**config.mk**
```make
export PLATFORM = sky130hd
export DESIGN_NAME = fetch_queue_flat
export DESIGN_NICKNAME = d
export VERILOG_FILES = /design/src/rtl/fetch_queue_pkg.sv /design/src/rtl/fetch_queue_if.sv /design/src/rtl/fetch_queue_fifo.sv /design/src/rtl/fetch_queue.sv /design/src/flat_wrapper.sv
export SDC_FILE = /design/constraint.sdc
export NUM_CORES = 1
export LEC_CHECK = 0
export ABC_AREA = 1
export ABC_CLOCK_PERIOD_IN_PS = 4400
export BUFFER_PORTS_ARGS = -buffer_cell sky130_fd_sc_hd__buf_2
export CAP_MARGIN = 20
export CELL_PAD_IN_SITES_DETAIL_PLACEMENT = 1
export CELL_PAD_IN_SITES_GLOBAL_PLACEMENT = 2
export CORE_MARGIN = 2
export CORE_UTILIZATION = 41
export CTS_CLUSTER_SIZE = 25
export DETAILED_ROUTE_END_ITERATION = 8
export PLACE_DENSITY = 0.92
export SLEW_MARGIN = 20
export SYNTH_ARGS = -nofsm -noshare
export SYNTH_HDL_FRONTEND = slang
export SYNTH_SLANG_ARGS = --single-unit
export TNS_END_PERCENT = 20
```
**constraint.sdc**
```tcl
create_clock -name clk -period 4.4 [get_ports clk]
set_input_delay 0.66 -clock clk [delete_from_list [all_inputs] [get_ports clk]]
set_output_delay 0.66 -clock clk [all_outputs]
set_load 0.005 [all_outputs]
```
**src/rtl/fetch_queue_pkg.sv**
```systemverilog
// Shared types and constants for the instruction-fetch front end.
// Default widths match the core's 9-bit fetch PC and 32-bit instructions.
package fetch_queue_pkg;

    localparam int FQ_PC_W  = 9;
    localparam int FQ_INS_W = 32;

    localparam logic [31:0] NOP_INSTR = 32'h0000_0013;

    typedef struct packed {
        logic [FQ_PC_W-1:0]  pc;
        logic [FQ_INS_W-1:0] instr;
    } fetch_entry_t;

endpackage

```
**src/rtl/fetch_queue_if.sv**
```systemverilog
// IF/ID handshake between the fetch queue (master) and the decode stage (slave).
interface fetch_queue_if
    import fetch_queue_pkg::*;
#(
    parameter int PC_W  = FQ_PC_W,
    parameter int INS_W = FQ_INS_W
);

    logic             if_valid;
    logic             if_ready;
    logic [PC_W-1:0]  if_pc;
    logic [INS_W-1:0] if_instr;

    modport master (output if_valid, if_pc, if_instr, input  if_ready);
    modport slave  (input  if_valid, if_pc, if_instr, output if_ready);

endinterface

```
**src/rtl/fetch_queue_fifo.sv**
```systemverilog
// Circular-buffer FIFO with wrap-bit pointers; clear has priority over push and pop.
module fetch_fifo #(
    parameter  int W     = 41,
    parameter  int DEPTH = 4,
    localparam int AW    = $clog2(DEPTH)
) (
    input  logic          clk,
    input  logic          reset,
    input  logic          push,
    input  logic          pop,
    input  logic          clear,
    input  logic [W-1:0]  din,
    output logic [W-1:0]  dout,
    output logic [AW:0]   count
);

    logic [W-1:0] mem [DEPTH];
    logic [AW:0]  wr_ptr;
    logic [AW:0]  rd_ptr;
    logic         do_pop;

    assign count  = wr_ptr - rd_ptr;
    assign do_pop = pop && (count != '0);
    assign dout   = mem[rd_ptr[AW-1:0]];

    always_ff @(posedge clk or negedge reset) begin
        if (!reset) begin
            wr_ptr <= '0;
            rd_ptr <= '0;
        end else if (clear) begin
            wr_ptr <= '0;
            rd_ptr <= '0;
        end else begin
            if (push)   wr_ptr <= wr_ptr + (AW+1)'(1);
            if (do_pop) rd_ptr <= rd_ptr + (AW+1)'(1);
        end
    end

    // At full, a same-edge push lands in the slot being popped, which is safe.
    always_ff @(posedge clk) begin
        if (push && !clear) mem[wr_ptr[AW-1:0]] <= din;
    end

    // Upstream credit counting must keep a lone push away from a full buffer.
    assert property (@(posedge clk) disable iff (!reset)
        !(push && !pop && !clear && count == (AW+1)'(DEPTH)));

endmodule

```
**src/rtl/fetch_queue.sv**
```systemverilog
// Instruction-fetch front end: owns the fetch PC, issues 1-cycle-latency imem reads,
// and queues {pc, instr} pairs for the IF/ID register with redirect/halt control.
module fetch_queue
    import fetch_queue_pkg::*;
#(
    parameter  int PC_W  = FQ_PC_W,
    parameter  int INS_W = FQ_INS_W,
    parameter  int DEPTH = 4,
    localparam int CW    = $clog2(DEPTH) + 1
) (
    input  logic             clk,
    input  logic             reset,
    input  logic             redirect,
    input  logic [PC_W-1:0]  redirect_pc,
    input  logic             halt,
    output logic             imem_req,
    output logic [PC_W-1:0]  imem_addr,
    input  logic [INS_W-1:0] imem_rdata,
    fetch_queue_if.master    ifid,
    output logic [CW-1:0]    q_count
);

    logic [PC_W-1:0]       pc_q;
    logic [PC_W-1:0]       req_pc_q;
    logic                  inflight;
    logic                  drop;
    logic                  valid;
    logic                  pop;
    logic                  push;
    logic [CW:0]           credit;
    logic [PC_W+INS_W-1:0] head;

    assign valid = (q_count != '0);
    assign pop   = valid && ifid.if_ready;

    // Slots already committed: queued entries plus the outstanding read, less this cycle's pop.
    assign credit   = {1'b0, q_count} + (CW+1)'(inflight) - (CW+1)'(pop);
    assign imem_req = reset && !redirect && !halt && (credit < (CW+1)'(DEPTH));
    assign imem_addr = pc_q;

    assign push = inflight && !drop && !redirect;

    always_ff @(posedge clk or negedge reset) begin
        if (!reset) begin
            pc_q     <= '0;
            req_pc_q <= '0;
            inflight <= 1'b0;
            drop     <= 1'b0;
        end else begin
            inflight <= imem_req;
            drop     <= redirect && inflight;
            if (redirect) begin
                pc_q <= {redirect_pc[PC_W-1:2], 2'b00};
            end else if (imem_req) begin
                pc_q     <= pc_q + PC_W'(4);
                req_pc_q <= pc_q;
            end
        end
    end

    fetch_fifo #(
        .W     (PC_W + INS_W),
        .DEPTH (DEPTH)
    ) u_fifo (
        .clk   (clk),
        .reset (reset),
        .push  (push),
        .pop   (pop),
        .clear (redirect),
        .din   ({req_pc_q, imem_rdata}),
        .dout  (head),
        .count (q_count)
    );

    assign ifid.if_valid = valid;
    assign ifid.if_pc    = valid ? head[PC_W+INS_W-1:INS_W] : '0;
    assign ifid.if_instr = valid ? head[INS_W-1:0]          : '0;

endmodule

```
**src/flat_wrapper.sv**
```systemverilog
// flat-port wrapper written by rule: the top's interface ports become plain ports
module fetch_queue_flat import fetch_queue_pkg::*;
#(
    parameter  int PC_W  = FQ_PC_W,
    parameter  int INS_W = FQ_INS_W,
    parameter  int DEPTH = 4,
    localparam int CW    = $clog2(DEPTH) + 1
)
  (clk, reset, redirect, redirect_pc, halt, imem_req, imem_addr, imem_rdata, q_count, ifid_if_valid, ifid_if_pc, ifid_if_instr, ifid_if_ready);
  fetch_queue_if #(.PC_W(PC_W), .INS_W(INS_W)) ifid_i ();
  input  logic clk;
  input  logic reset;
  input  logic redirect;
  input  logic [PC_W-1:0] redirect_pc;
  input  logic halt;
  output logic imem_req;
  output logic [PC_W-1:0] imem_addr;
  input  logic [INS_W-1:0] imem_rdata;
  output logic [CW-1:0] q_count;
  output wire logic [$bits(ifid_i.if_valid)-1:0] ifid_if_valid;
  output wire logic [$bits(ifid_i.if_pc)-1:0] ifid_if_pc;
  output wire logic [$bits(ifid_i.if_instr)-1:0] ifid_if_instr;
  input wire logic [$bits(ifid_i.if_ready)-1:0] ifid_if_ready;
  assign ifid_if_valid = ifid_i.if_valid;
  assign ifid_if_pc = ifid_i.if_pc;
  assign ifid_if_instr = ifid_i.if_instr;
  assign ifid_i.if_ready = ifid_if_ready;
  fetch_queue #(.PC_W(PC_W), .INS_W(INS_W), .DEPTH(DEPTH)) u_core (.clk(clk), .reset(reset), .redirect(redirect), .redirect_pc(redirect_pc), .halt(halt), .imem_req(imem_req), .imem_addr(imem_addr), .imem_rdata(imem_rdata), .ifid(ifid_i), .q_count(q_count));
endmodule
```
Word level (Yosys, flattened, before mapping)
Memories as Yosys holds them, arrays and structs flattened. Cells that the tools add are included.

Output and inout bits: 55. Memories: 1. RAM bits: 164. Logic and storage cells: 42. Bits in registers: 26. Input port bits: 46.

$lt $le $gt $ge: 1. Add/subtract/negate cells: 6. Bitwise gates (word level): 1. Muxes and demuxes: 10. Reductions and logical operators: 17.

Memories: u_core.u_fifo.mem (words 4, width 41, read ports 1, clocked after memory_dff 0, wr ports 1, RTL line fetch_queue_fifo.sv:17) `logic [W-1:0] mem [DEPTH];`.

Operators by type and width (count): $mux W32 (1); $mux W9 (3); $mux W3 (4); $add A9 B3 Y9 const B (1); $logic_and A1 B1 Y1 (9); $add A3 B1 Y3 const B (2); $reduce_bool A2 Y1 (3); $add A3 B1 Y4 (1); $lt A4 B3 Y1 const B (1); $sub A4 B1 Y4 (1); $logic_not A1 Y1 (3); $reduce_bool A3 Y1 (1); $sub A3 B3 Y3 (1); $mux W1 (2); $reduce_and A2 Y1 (1); $not A1 Y1 (1).

Longest topological paths before layout
Gate-level depths: netlist (run 1).

Depth in word-level cells: 8. Gate-level depth with buffers: 25. Gate-level depth less buffers: 24.

Cells and area by module
From an unflattened synthesis (run 1), not the netlist that was laid out.

Cell total of the unflattened synthesis: 671. Area, all modules: 7782.5 µm².

By module, submodules not included: fetch_fifo (times used 1, seq. area each 5074.9 µm², cells each 455, area an instance 6518.8 µm²); fetch_queue (times used 1, seq. area each 400.4 µm², cells each 216, area an instance 1263.7 µm²).

Least setup slack after synthesis (run 1)
Ideal clock, no wire load.

Kind: flip-flop to output port. From: register u_core.u_fifo.wr_ptr[0]. To: output port imem_req. Arrival time: 2582 ps. Required time: 3740 ps. Stages on the path, launching flop included: 21. Setup slack: 1158 ps. Path buffers: 1. Path through: dfrtp_1 inv_1 ha_1 fa_1 nand3_1 nand2_2 inv_2 nand3_4 nand2_1 inv_1 ha_1 inv_1 ha_1 nand3_1 nand2_1 nand2_1 nand2_1 nor2_1 nand2_2 buf_6 inv_2.

Cells in the longest elaborated chain, start to end: 6. Elaborated cells between the ends (all ways): 7. Classes of those cells: 3 x add/sub; 1 x order compare; 3 x reduce/logical.

Ends and longest elaborated chain: from (decl) (RTL line fetch_queue_fifo.sv:18) `logic [AW:0] wr_ptr;`; from (signal assigned) (RTL line fetch_queue_fifo.sv:34) `if (push) wr_ptr <= wr_ptr + (AW+1)'(1);`; $sub A3 B3 Y3 * (RTL line fetch_queue_fifo.sv:22) `assign count = wr_ptr - rd_ptr;`; net q_count[2] (RTL line flat_wrapper.sv:19) `output logic [CW-1:0] q_count;`; parallel branches: the longest is 2 deep, another holds $add A3 B1 Y4; $sub A4 B1 Y4 * (RTL line fetch_queue.sv:37) `assign credit = {1'b0, q_count} + (CW+1)'(inflight) - (CW+1)'(pop);`; $lt A4 B3 Y1 * (RTL line fetch_queue.sv:38) `assign imem_req = reset && !redirect && !halt && (credit < (CW+1)'(DEPTH));`; $logic_and A1 B1 Y1 * (RTL line fetch_queue.sv:38); to (decl) (RTL line flat_wrapper.sv:16) `output logic imem_req;`.

Mark *: on every way through the listed nets, which the timed path passes.

Worst setup path after layout (run 1)
From: register u_core.u_fifo.wr_ptr[0]. To: output port imem_req.

Cells in the longest elaborated chain, start to end: 6. Elaborated cells between the ends (all ways): 7. Classes of those cells: 3 x add/sub; 1 x order compare; 3 x reduce/logical.

Ends and longest elaborated chain (RTL line): $sub A3 B3 Y3 * (fetch_queue_fifo.sv:22); parallel branches: the longest is 2 deep, another holds $add A3 B1 Y4; $sub A4 B1 Y4 * (fetch_queue.sv:37); $lt A4 B3 Y1 * (fetch_queue.sv:38); $logic_and A1 B1 Y1 * (fetch_queue.sv:38).

Mark *: on every way between the ends.

==> run summary, run 1 <==
Setup-failing EPs final: 0
endpoint class of the critical path: primary output
crit path time final: 3896 ps
NetSw: 2.050 mW
final period utilization: 88.54%
Synth-to-Final Area Change: 17.23%
PD cells: 650.3 mW/mm2
RSZ-0062 raised after global routing: false
die footprint: 0.01943 mm2
final core occ: 49.06%
via count: 5096
synthesis warning total: 0
initial antenna violation count: 2
gr usage total: 18.27%
share of synthesized area spent on multiplexers: 0%
CTS root buffer: clkbuf_16
Avg Cell Area, Syn: 11.51 um2
global-route wire length before repair: 27770 um
Fin Hold WS: 216.0 ps
P_int: 3.681 mW
DP HPWL: 10210 um
initial core utilization: 41.85%
Clock Latency Late Sink: 420 ps
CTS H-tree lvls: 4
register bit total from synthesis: 178
Setup Skew: 7.030 ps
sw frac: 35.77%
DIE HEIGHT: 139.4 um
grt total ovfl: 0
run status: finished clean
Max Cap Viol: 0
proportion of layout cells with a drive suffix above 1: 19.65%
CTS clk-pin slew, worst paths: 60 ps
synthesized cell area: 0.007517 mm2
post-DR vias/cell: 5.184
synthesized instance count: 653
final max-slew violation count: 0
CTS Buffer Depth: 2
Yosys cell types: 24
Final Power: 5.731 mW
VDD IR-drop max: 0.7560 mV
Std-Cell Rows: 49
largest fanout on the critical path: 5
Worst Setup Start Kind: register
pin count of the biggest net entering global routing: 81
vias in the first global route: 5452
Post-Synth XOR/XNOR Area: 0.1165%
Post-route DRC: 0
Final ANT Viol Nets: 0
Compound-Gate Fraction of Synth Area: 8.256%
Max Clk Rate: 256.7 MHz
Static Leak: 3.686 nW
kind of critical path: register to primary output
cts bufs inserted: 17
Slew @ Worst Pin: 861.1 ps
CTS Sinks: 178
sequential-to-total area share from yosys stat: 69.64%
CTS Hold Bufs: 0
Data arrival, critical path: 3240 ps
core area: 0.01796 mm2
final hold violation count: 0
Max-slew headroom: 42.59%
Worst Slack Setup Final: 504.4 ps
1st-iter DRT viols: 311
pre-CTS setup slack: 907.7 ps
CTS tree: built
Post-Route Setup TNS: 0 ps
I/O Buffers: 94
Post-Synth Adder-Cell Area: 1.931%
post-CTS setup buffers: 0
first-pass iteration count of the detailed router: 5
Gate power share: 37.1%
final WL: 17260 um
clock power share: 26.2%
Post-CTS Resized: 0
simple logic cell fraction of the synthesized area: 13.81%
path type of the worst min-delay path: input port to async pin
sequential power share: 36.8%
Worst Setup SP: u_core.u_fifo.wr_ptr[0]
Worst R2R Start: u_core.u_fifo.wr_ptr[0]
WL per Instance: 17.56 um
main combinational cell family by area after synthesis: simple AND/OR/NAND/NOR gates
# IOs: 101
worst path required time: 3740 ps
die span in x: 139.4 um
routability cong.: 0.7459
nets: 797
[cells by family (layout without fill, tap and decap cells)]
| kind of cell | after synthesis | in the layout |
|---|---|---|
| buffers and inverters | 108 | 205 |
| AND/OR/NAND/NOR | 260 | 260 |
| adder cells (fa/ha/maj) | 11 | 11 |
| XOR/XNOR | 1 | 1 |
| flip-flops | 178 | 178 |
| other | 1 | 5 |
| AO/OA/AOI/OAI | 94 | 94 |
[final timing paths]
kind / end / slack [ps] / cells past startpoint
worst min register to register: u_core.u_fifo.mem[0][36] / 530 / 0
worst min-delay path: u_core.imem_addr[2] / 220 / 1
worst max register to register: u_core.imem_addr[6] / 1240 / 23
worst max-delay path: imem_req / 500 / 20
min in group clk: u_core.u_fifo.mem[0][3] / 450 / 1
max in group asynchronous: u_core.u_fifo.rd_ptr[0] / 3790 / 1
[power by group through the flow]
stage / Combinational [mW] / Clock, mW / Sequential (mW)
2_1_floorplan: 1.32 / 0 / 2.11
3_3_place_gp: 2.07 / 0 / 2.13
3_5_place_dp: 2.16 / 0 / 2.14
4_1_cts: 2.17 / 1.52 / 2.11
5_1_grt: 2.42 / 1.59 / 2.12
6_report: 2.12 / 1.50 / 2.11
[cell usage in the layout (no fill, tap or decap), types with 20 or more instances in the layout]
master,Yosys,layout
nand3_1,21,21
dfrtp_1,22,20
inv_1,65,65
o21ai_0,46,46
o32ai_1,39,39
nor2_1,127,123
edfxtp_1,156,156
nand2_1,104,104
buf_2,15,94
clkbuf_16,0,20
[cells in the mapped netlist (all sizes together)]
cell | n | area [um2]
a21oi | 4 | 20.02
edfxtp | 156 | 4684
ha | 10 | 125.1
o21ai | 50 | 250.2
conb | 1 | 3.750
clkbuf | 15 | 56.30
nand3 | 22 | 122.6
fa | 1 | 20.02
nand2 | 107 | 414.1
nor2 | 127 | 476.7
dfrtp | 22 | 550.5
buf | 24 | 150.1
o32ai | 39 | 341.6
inv | 69 | 259.0
a22o | 1 | 8.760
xor2 | 1 | 8.760
nand4 | 4 | 25.02
[stage by stage]
step	cell area, um2	instances
2_1_floorplan	7528	656
3_3_place_gp	8179	949
3_5_place_dp	8179	949
4_1_cts	8790	981
5_1_grt	8812	983
6_report	8812	983
[final cells by class]
| type | count | area [um2] |
|---|---|---|
| Fill cell | 1935 | 9151 |
| Sequential cell | 178 | 5238 |
| Multi-Input combinational cell | 370 | 1858 |
| Clock buffer | 27 | 576.8 |
| Timing Repair Buffer | 104 | 558.0 |
| Tap cell | 229 | 286.5 |
| Inverter | 69 | 259.0 |
| Clock inverter | 5 | 33.78 |
| Antenna cell | 1 | 2.502 |
[critical path: stages (launching register included)]
cell and delay [ps]:
dfrtp_1 410, inv_1 100, ha_1 220, fa_1 390, nand3_1 130, nand2_2 80
inv_2 80, nand3_4 60, nand2_1 130, inv_1 70, ha_1 180, inv_1 50
ha_1 230, nand3_1 110, nand2_1 60, nand2_1 50, nand2_1 40, nor2_1 110
nand2_2 80, inv_2 110, buf_2 130
[layer usage]
metal  GRT usage [%]  part of all wire [%]
met1           22.49                    43
met2           32.20                    52
met3           4.198                   4.5
met4           5.423                  0.66
met5               0                 0.075
[state kept, by name (all words and copies together), names as in the netlist]
name                  cells
u_core.u_fifo.mem       156
u_core.imem_addr          7
u_core.req_pc_q           7
u_core.u_fifo.rd_ptr      3
u_core.u_fifo.wr_ptr      3
u_core.drop               1
u_core.inflight           1
Power figures use the tool's default switching activity.
==> inputs of run 2 (changes only) <==
- BUFFER_PORTS_ARGS: -buffer_cell sky130_fd_sc_hd__buf_2 -> -buffer_cell sky130_fd_sc_hd__clkbuf_2
==> run summary, run 2 (same netlist as run 1, synthesis figures left out) <==
# placed instances: 949
pin count of the biggest net entering global routing: 82
global-route wire length before repair: 27560 um
gr usage total: 18.05%
endpoint class of the critical path: primary output
# IOs: 101
Max Clk Rate: 250.0 MHz
Slew @ Worst Pin: 859.5 ps
Final Power: 5.712 mW
Setup Skew: 9.819 ps
Setup-failing EPs final: 0
CTS Hold Bufs: 0
Synth-to-Final Area Change: 16.84%
CTS H-tree lvls: 4
Worst Slack Setup Final: 400.4 ps
WL met1: 7164 um
Fin Hold WS: 222.5 ps
Worst Setup Start Kind: register
vias in the first global route: 5581
Worst path most repeated cell: nand2_1
Static Leak: 3.666 nW
crit-path cells: inv_1 > ha_1 > fa_1 > nand3_1 > nand2_2 > inv_2 > nand3_4 > nand2_1 > inv_1 > ha_1 > inv_1 > ha_1 > nand3_1 > nand2_1 > nand2_1 > nand2_1 > nor2_4 > nand2_4 > inv_2 > clkbuf_2
routability cong.: 0.7665
Largest register FFs: 156
Slowest cell on crit path: dfrtp_2
Clock Latency Late Sink: 430 ps
uppermost layer routed: met4
final hold violation count: 0
Final ANT Viol Nets: 0
depth of the worst register-to-register path: 22
grt total ovfl: 0
Post-Route Setup TNS: 0 ps
delay-heaviest family, CP: adder cells
path type of the worst min-delay path: input port to async pin
filler cell count: 1933
DP HPWL: 10160 um
CTS root buffer: clkbuf_16
final max-slew violation count: 0
VDD IR-drop max: 0.4914 mV
initial antenna violation count: 0
n_diodes: 0
worst path required time: 3740 ps
CTS tree: built
flop2flop setup slack: 1370 ps
DIE HEIGHT: 139.4 um
largest fanout on the critical path: 10
final period utilization: 90.90%
final WL: 17020 um
die span in x: 139.4 um
most frequent cells in the layout: edfxtp_1, nor2_1, nand2_1
final instance area: 0.008783 mm2
core area: 0.01796 mm2
die footprint: 0.01943 mm2
post-DR vias/cell: 5.203
WL per Instance: 17.33 um
CTS Sinks: 178
kind of critical path: register to primary output
critical path depth: 20
Std-Cell Rows: 49
CP max stage delay: 400 ps
final core occ: 48.90%
Final Non-Filler Cells: 982
proportion of layout cells with a drive suffix above 1: 20.19%
Max-slew headroom: 42.70%
Data arrival, critical path: 3340 ps
first-pass iteration count of the detailed router: 4
via count: 5109
initial core utilization: 41.85%
Post-route DRC: 0
nets: 797
1st-iter DRT viols: 223
Met2 Wirelength: 8876 um
crit path time final: 4000 ps
I/O Buffers: 94
CP Buf/Inv Count: 6
cts bufs inserted: 17
PD cells: 650.4 mW/mm2
most common cell after layout, fill and taps aside: edfxtp_1
run status: finished clean
WL met3: 760 um
CTS Buffer Depth: 2
Max Cap Viol: 0
pre-CTS setup slack: 599.1 ps
CTS clk-pin slew, worst paths: 70 ps
placed cell area: 0.008192 mm2
RSZ-0062 raised after global routing: false
==> run 2: cell types whose count changed in the layout (fill, tap and decap cells not counted), sizes merged, moves of 2 or more <==
cell / previous run / this run
clkinv: 2 / 6
inv: 70 / 72
buf: 104 / 9
clkbuf: 27 / 116
==> run 2: layout make-up <==
type | instances | area [um2] | share of cell area [%]
clock buffer | 22 | 495.5 | 5.641
inverter | 69 | 259.0 | 2.949
multi-input combinational | 371 | 1879 | 21.40
tap | 229 | 286.5 | 3.262
clock inverter | 10 | 73.82 | 0.8405
sequential | 178 | 5239 | 59.64
timing repair buffer | 103 | 550.5 | 6.268
==> run 2: worst paths after layout <==
path | start | endpoint
setup / recovery | u_core.u_fifo.wr_ptr[0] | imem_req
hold / removal | reset | u_core.imem_addr[5]
setup reg to reg | u_core.u_fifo.wr_ptr[0] | u_core.imem_addr[7]
hold reg to reg | u_core.req_pc_q[2] | u_core.u_fifo.mem[2][34]
max in group asynchronous | reset | u_core.u_fifo.wr_ptr[0]
min in group clk | imem_rdata[18] | u_core.u_fifo.mem[3][18]
==> run 2: where the power goes <==
group / switching, mW / internal (mW)
clock network: 0.615 / 0.805
logic: 1.40 / 0.786
registers: 0.108 / 2.00
==> run 2: timing repair <==
action,in CTS,in global routing
resized for setup,0,5
buffers inserted,0,0
hold endpoints to repair,0,0
setup endpoints to repair,0,1
==> run 2: layer usage <==
layer  vias to the layer above  track usage [%]
met5                         -                0
met4                         0            6.220
met3                        21            4.439
met2                       117            31.97
met1                      2560            21.50
li1                       2411                -
==> inputs of run 3 (changes only) <==
==> constraint.sdc (replaced) <==
create_clock -name clk -period 4.4 [get_ports clk]
set_input_delay 0.22 -clock clk [delete_from_list [all_inputs] [get_ports clk]]
set_output_delay 0.22 -clock clk [all_outputs]
set_load 0.005 [all_outputs]
==> run summary, run 3 (same netlist as run 1, synthesis figures left out) <==
Synth-to-Final Area Change: 17.63%
via count: 5094
Setup Skew: 6.104 ps
first-pass iteration count of the detailed router: 4
RSZ-0062 raised after global routing: false
# IOs: 101
Final ANT Viol Nets: 0
crit path time final: 3779 ps
path type of the worst min-delay path: input port to register
nets: 804
I/O Buffers: 94
CTS root buffer: clkbuf_16
Max Cap Viol: 0
area occupied by registers: 0.005238 mm2
Multi-input gate area: 0.001858 mm2
PD cells: 650.5 mW/mm2
1st-iter DRT viols: 263
pin count of the biggest net entering global routing: 82
n_diodes: 0
Final Power: 5.752 mW
final WL: 17170 um
final instance area: 0.008842 mm2
grt total ovfl: 0
vias in the first global route: 5492
final max-slew violation count: 0
Min-Delay Startpoint: imem_rdata[29]
die span in x: 139.4 um
placed cell area: 0.008209 mm2
Largest register FFs: 156
routability cong.: 0.7486
filler cell count: 1963
core area: 0.01796 mm2
Post-Route Setup TNS: 0 ps
final hold violation count: 0
post-CTS setup buffers: 0
CTS Buffer Depth: 2
WL per Instance: 17.36 um
final period utilization: 85.89%
most frequent cells in the layout: edfxtp_1, nor2_1, nand2_1
proportion of layout cells with a drive suffix above 1: 19.61%
CTS Sinks: 178
post-DR vias/cell: 5.151
Max-slew headroom: 39.67%
cts bufs inserted: 17
largest fanout on the critical path: 20
Setup-failing EPs final: 0
Data arrival, critical path: 3560 ps
worst path required time: 4180 ps
initial core utilization: 41.85%
endpoint class of the critical path: primary output
Post-route DRC: 0
run status: finished clean
VDD IR-drop max: 0.8113 mV
most common cell after layout, fill and taps aside: edfxtp_1
Worst Setup SP: u_core.u_fifo.wr_ptr[0]
gr usage total: 18.23%
Static Leak: 3.686 nW
CTS clk-pin slew, worst paths: 60 ps
Worst Setup Start Kind: register
initial antenna violation count: 0
Slew @ Worst Pin: 902.9 ps
Worst R2R Start: u_core.u_fifo.wr_ptr[0]
DP HPWL: 10520 um
Max Clk Rate: 264.6 MHz
CTS tree: built
CTS H-tree lvls: 4
DIE HEIGHT: 139.4 um
kind of critical path: register to primary output
global-route wire length before repair: 27620 um
Clock Latency Late Sink: 420 ps
die footprint: 0.01943 mm2
Std-Cell Rows: 49
[run 3: cell types whose count changed in the layout (fill, tap and decap cells not counted), sizes merged]
cell	delta
dlygate4sd3	+4
nand2	-1
clkinv	-1
clkinvlp	+2
clkbuf	-3
inv	-1
buf	+4
bufinv	+3
[run 3: per-stage QoR]
step	instances	setup WS (ps)	hold WS (ps)	utilization, %
2_1_floorplan	656	1598	-75.59	-
3_3_place_gp	953	1142	247.5	45.70
3_5_place_dp	953	1049	260.7	45.70
4_1_cts	989	588.7	0.5765	49.22
5_1_grt	989	316.4	2.436	49.22
6_report	989	620.7	14.70	49.22
[run 3: worst paths after layout]
kind	endpoint	slack, ps	cells past startpoint
min	u_core.u_fifo.mem[3][29]	10	1
max in group asynchronous	u_core.u_fifo.rd_ptr[1]	3650	2
max	imem_req	620	22
min in group asynchronous	u_core.imem_addr[2]	320	2
max reg2reg	u_core.imem_addr[8]	1160	22
min reg2reg	u_core.u_fifo.mem[3][36]	530	0
[run 3: worst max-delay path, stage by stage (launching register included)]
cell and delay, ps:
dfrtp_1 430, inv_1 110, ha_1 220, fa_1 380, nand3_1 130, nand2_2 90, inv_2 80, nand3_4 60
nand2_1 130, inv_1 60, ha_1 180, inv_1 50, ha_1 230, nand2_1 80, inv_1 40, nand2_1 60
nand2_1 60, inv_1 50, nand2_1 40, nand2_1 70, nand2_2 250, inv_2 210, clkbuf_2 130
[run 3: repair_timing]
item                                   CTS  global route
hold buffers                             4             0
resized for setup                        0             0
endpoints found under the hold margin   31             0
[run 3: metal layers]
metal | up-vias | wire length, um | GRT usage [%]
met3 | 12 | 637 | 3.579
li1 | 2427 | - | -
met4 | 0 | 170 | 5.476
met2 | 106 | 8961 | 32.95
met5 | - | 0 | 0
met1 | 2549 | 7399 | 22.10
[run 3: report_power, final]
group | switching, mW | internal, mW | total, mW
logic | 1.35 | 0.783 | 2.14
registers | 0.108 | 2.00 | 2.11
clock network | 0.617 | 0.893 | 1.51
[run 3: cell type report]
type                            count  share of cell area, %
Multi-Input combinational cell    370                  21.01
Sequential cell                   178                  59.23
Timing Repair Buffer              111                  6.877
Tap cell                          229                  3.240
Clock inverter                     13                  1.811
Inverter                           69                  2.929
Clock buffer                       19                  4.896
